==> src/rtl/ad_sample_sync.sv <==
// rtl/ad_sample_sync.sv - latch-strobe synchroniser and {L,R} sample FIFO into the MCLK domain
// Captures the unsynchronised data bus on each detected latch edge and hands pairs over valid/ready.

module ad_sample_sync #(
  parameter int SYNC_STAGES  = 2,
  parameter int DEPTH        = 4,
  parameter bit LATCH_RISING = 1'b1
) (
  input  logic                     i_clk,
  input  logic                     i_rst,
  input  logic                     i_latch,
  input  logic [15:0]              i_data_l,
  input  logic [15:0]              i_data_r,
  output logic [15:0]              o_data_l,
  output logic [15:0]              o_data_r,
  output logic                     o_valid,
  input  logic                     i_ready,
  output logic [$clog2(DEPTH):0]   o_level,
  output logic                     o_overrun,
  output logic                     o_underrun
);

  localparam int AW      = $clog2(DEPTH);
  localparam int LW      = AW + 1;
  localparam int ARM_CYC = SYNC_STAGES + 1;
  localparam int CW      = $clog2(ARM_CYC + 1);

  localparam logic [LW-1:0] FULL_LVL = LW'(DEPTH);
  localparam logic [LW-1:0] LVL_ONE  = LW'(1);
  localparam logic [AW-1:0] PTR_ONE  = AW'(1);
  localparam logic [CW-1:0] ARM_DONE = CW'(ARM_CYC);
  localparam logic [CW-1:0] CNT_ONE  = CW'(1);

  logic [SYNC_STAGES-1:0] sync_q;
  logic                   hist_q;
  logic                   edge_q;
  logic [CW-1:0]          arm_cnt_q;

  logic [31:0]            mem_q [DEPTH];
  logic [AW-1:0]          wr_ptr_q, wr_ptr_d;
  logic [AW-1:0]          rd_ptr_q, rd_ptr_d;
  logic [LW-1:0]          level_q, level_d;
  logic [31:0]            last_q, last_d;
  logic                   overrun_q, overrun_d;
  logic                   underrun_q, underrun_d;

  logic                   sync_last;
  logic                   edge_det;
  logic                   armed;
  logic                   valid;
  logic                   full;
  logic                   push;
  logic                   pop;
  logic                   do_write;
  logic [31:0]            head;

  assign sync_last = sync_q[SYNC_STAGES-1];
  assign edge_det  = LATCH_RISING ? (sync_last & ~hist_q) : (~sync_last & hist_q);
  // Edges are ignored until the chain has flushed, so a latch held through reset is not seen.
  assign armed     = (arm_cnt_q == ARM_DONE);

  always_ff @(posedge i_clk) begin
    if (i_rst) begin
      sync_q    <= '0;
      hist_q    <= 1'b0;
      edge_q    <= 1'b0;
      arm_cnt_q <= '0;
    end else begin
      sync_q    <= {sync_q[SYNC_STAGES-2:0], i_latch};
      hist_q    <= sync_last;
      edge_q    <= edge_det & armed;
      if (!armed) begin
        arm_cnt_q <= arm_cnt_q + CNT_ONE;
      end
    end
  end

  assign valid    = (level_q != '0);
  assign full     = (level_q == FULL_LVL);
  assign push     = edge_q;
  assign pop      = valid & i_ready;
  assign do_write = push & (~full | pop);
  assign head     = mem_q[rd_ptr_q];

  always_comb begin
    wr_ptr_d   = wr_ptr_q;
    rd_ptr_d   = rd_ptr_q;
    level_d    = level_q;
    last_d     = last_q;
    overrun_d  = overrun_q;
    underrun_d = underrun_q;

    if (do_write) begin
      wr_ptr_d = wr_ptr_q + PTR_ONE;
    end
    if (pop) begin
      rd_ptr_d = rd_ptr_q + PTR_ONE;
      last_d   = head;
    end
    case ({do_write, pop})
      2'b10:   level_d = level_q + LVL_ONE;
      2'b01:   level_d = level_q - LVL_ONE;
      default: level_d = level_q;
    endcase
    if (push && full && !pop) begin
      overrun_d = 1'b1;
    end
    if (i_ready && !valid) begin
      underrun_d = 1'b1;
    end
  end

  always_ff @(posedge i_clk) begin
    if (i_rst) begin
      wr_ptr_q   <= '0;
      rd_ptr_q   <= '0;
      level_q    <= '0;
      last_q     <= '0;
      overrun_q  <= 1'b0;
      underrun_q <= 1'b0;
    end else begin
      wr_ptr_q   <= wr_ptr_d;
      rd_ptr_q   <= rd_ptr_d;
      level_q    <= level_d;
      last_q     <= last_d;
      overrun_q  <= overrun_d;
      underrun_q <= underrun_d;
    end
  end

  // The data bus is sampled raw; it is held stable well past the synchronised edge.
  always_ff @(posedge i_clk) begin
    if (!i_rst && do_write) begin
      mem_q[wr_ptr_q] <= {i_data_l, i_data_r};
    end
  end

  assign o_valid    = valid;
  assign o_data_l   = valid ? head[31:16] : last_q[31:16];
  assign o_data_r   = valid ? head[15:0]  : last_q[15:0];
  assign o_level    = level_q;
  assign o_overrun  = overrun_q;
  assign o_underrun = underrun_q;

endmodule

==> config.mk <==
export PLATFORM = sky130hd
export DESIGN_NAME = ad_sample_sync
export DESIGN_NICKNAME = d
export VERILOG_FILES = /design/src/rtl/ad_sample_sync.sv
export SDC_FILE = /design/constraint.sdc
export NUM_CORES = 1
export LEC_CHECK = 0
export CORE_AREA = 5 5 164 150
export DETAILED_ROUTE_END_ITERATION = 7
export DIE_AREA = 0 0 169 155
export HOLD_SLACK_MARGIN = 0.15
export PLACE_DENSITY = 0.46
export SLEW_MARGIN = 40
export SYNTH_ARGS = -nofsm -noshare
export SYNTH_HDL_FRONTEND = slang
export SYNTH_SLANG_ARGS = --single-unit
export TNS_END_PERCENT = 30
==> constraint.sdc <==
create_clock -name i_clk -period 6.6 [get_ports i_clk]
set_clock_uncertainty 0.2 [all_clocks]
set_input_delay 0.66 -clock i_clk [delete_from_list [all_inputs] [get_ports i_clk]]
set_output_delay 0.66 -clock i_clk [all_outputs]
set_load 0.02 [all_outputs]
==> reports/metrics.yaml <==
initial_core_util_pct: 30.29
slew_viol_final: 0
yosys.area.top_type: "edfxtp_1"
hpwlAfterDp_um: 8624
cp_top_family: "buffers and inverters"
port_buffers: 73
drt_pass1_iterations: 4
ys_types: 40
final_hold_viol_count: 0
core_um2: 22880
grt_max_degree: 33
dieWidth_um: 169
routed_wl_um: 13980
nets: 478
route.detailed.drc: 0
drive_gt1_share_pct: 24.72
vias: 3421
cp.buffers_inverters: 3
die_area_um2: 26200
numCtsBuffers: 17
via_per_inst: 4.555
timing.final.crit_share_pct: 56.51
min_path_type: "reg -> reg"
routedWlPerCell_um: 18.61
postCtsSetupBuffers: 0
grt_usage_pct: 11.05
synth-main-ff-cell: "edfxtp_1"
seq_area_frac_synth_pct: 69.63
yosysTopAreaCellShare_pct: 55.47
yosysWarnings: 0
gp_congestion: 0.6702
synthArstFlopShare_pct: 0
p_leak_uw: 0.002760
cts_tree: "yes"
p_per_area_nw_per_um2: 261.1
drt-initial-drc-count: 199
p_int_uw: 1756
setup_ws_ns: 2.870
holdWs_ns: 0.2526
crit_chain: "nor3_2 > inv_2 > buf_4 > mux2_2 > clkdlybuf4s50_1"
cp_max_fo: 23
clk_pin_slew_worst_paths_ns: 0.07
worstMarginPinSlew_ns: 0.7951
syn_area_um2: 6929
cts_hold_buf: 0
clock_power_share_pct: 43.6
htree_levels: 4
max_freq_mhz: 268.1
period_minus_slack_ns: 3.730
finalSetupViolations: 0
die_h_um: 155
synth-edff-count: 128
rows: 53
p_sw_uw: 468.8
clock-sinks: 177
antenna_found_initial: 0
antenna_cells: 0
pin_count: 74
power_frac_comb_pct: 2.7
cts_buffer_depth: 2
critPathLaunchType: "flip-flop"
status: "finished, final reports clean"
rsz0062_at_grt: "false"
synthTopCellsByArea: "edfxtp_1 (55%), dfxtp_1 (14%), mux4_2 (10%), mux2_4 (6.5%), a22o_1 (4.0%)"
cp.arrival_ns: 2.87
ir_worst_vdd_uv: 141.0
synthesis.nets: 404
finalSetupTns_ns: 0
overflow: 0
max_stage_delay_ns: 0.55
insertion_delay_ns: 0.42
worst-setup-path-type: "reg -> out"
maxSlewHeadroom_pct: 46.83
final_util_pct: 37.25
avgSynthCellArea_um2: 19.14
synth_cells: 362
synth_seq_cells: 177
switching_share_pct: 21.07
antenna_left: 0
power_uw: 2225
cts-root-buf: "clkbuf_16"
required_ns: 5.74
grt_pass1_vias: 3721
cts_resized: 0
cap_viol_max_count: 0
reg2reg_depth: 8
seqPwrFrac_pct: 53.8
cp.depth: 5
grt_first_pass_wirelength_um: 21710
endpoint_kind: "output pin"
preCtsSetupSlack_ns: 3.235
hold_depth: 1
cpMaxStageDelayCell: "dfxtp_1"
syn2layout_area_growth_pct: 23.00
final timing paths:
check / from / slack [ns] / end
setup / recovery: o_level[0] / 2.87 / o_data_r[15]
hold / removal: sync_q[0] / 0.25 / sync_q[1]
setup reg to reg: o_level[0] / 3.66 / o_level[1]
hold reg to reg: sync_q[0] / 0.25 / sync_q[1]
layout make-up:
class	instances	area, um^2
fillers	2129	14360
flip-flops and latches	177	4830
multi-input cells	155	1924
repair buffers	78	790.8
clock buffers	18	429.2
well taps	302	377.9
clock inverters	14	145.1
inverters	7	26.28
Yosys cell counts (3+ instances only):
| library cell | n |
|---|---|
| edfxtp_1 | 128 |
| dfxtp_1 | 49 |
| nor2b_1 | 3 |
| mux4_2 | 32 |
| inv_1 | 6 |
| a22o_1 | 32 |
| buf_12 | 3 |
| buf_2 | 11 |
| nor2_1 | 11 |
| buf_4 | 4 |
| and2_1 | 4 |
| ha_1 | 5 |
| a21oi_1 | 4 |
| mux2_4 | 30 |
| nand3_1 | 3 |
| xor2_1 | 5 |
state kept, by name, indices dropped and copies added (netlist names), named ones only:
name	cells
last_q	32
o_level	3
edge_q	1
o_underrun	1
sync_q	2
mem_q	128
o_overrun	1
rd_ptr_q	2
hist_q	1
arm_cnt_q	2
wr_ptr_q	2
per-stage QoR:
stage          std cells  cell area (um^2)
2_1_floorplan        362              6929
3_3_place_gp         716              7896
3_5_place_dp         719              7949
4_1_cts              751              8523
5_1_grt              751              8523
6_report             751              8523
power by group through the flow:
| stage | logic (uW) | clock network (uW) | registers (uW) |
|---|---|---|---|
| 2_1_floorplan | 20.1 | 0 | 1220 |
| 5_1_grt | 65.2 | 1050 | 1200 |
| 6_report | 59.1 | 970 | 1200 |
| 3_3_place_gp | 55.4 | 0 | 1220 |
| 3_5_place_dp | 59.7 | 0 | 1220 |
| 4_1_cts | 60.1 | 998 | 1200 |
placed cells by master, fill, tap and decap left out, drive strengths merged:
master and instances:
a21oi 5, a221oi 1, a22o 32, a31oi 1
and2 4, and3b 1, buf 5, bufinv 1
clkbuf 18, clkdlybuf4s50 73, clkinv 3, clkinvlp 3
dfxtp 49, edfxtp 128, fa 1, ha 5
inv 14, mux2 32, mux2i 1, mux4 32
nand2b 1, nand3 3, nand3b 2, nor2 11
nor2b 3, nor3 2, nor4b 1, o2111ai 2
o211ai 1, o21ai 2, o21bai 1, o311ai 1
o31ai 2, or2 1, or3 2, xor2 5
kinds of logic (layout without fill, tap and decap cells):
kind of cell,after synthesis,in the layout,synth area share (%)
XOR/XNOR,5,5,0.6320
adder cells (fa/ha/maj),6,6,1.192
multiplexers,65,65,17.37
AO/OA/AOI/OAI,48,48,5.742
AND/OR/NAND/NOR,31,31,2.582
buffers and inverters,30,117,2.853
flip-flops,177,177,69.63
routing by layer:
layer / part of all wire, % / vias to the layer above / global-route usage, %
met5: 0 / - / 0
met1: 49 / 1755 / 15.26
met2: 46 / 67 / 17.11
met4: 0.74 / 0 / 2.645
li1: - / 1594 / -
met3: 4.4 / 5 / 3.506
(Power assumes the default switching activity.)
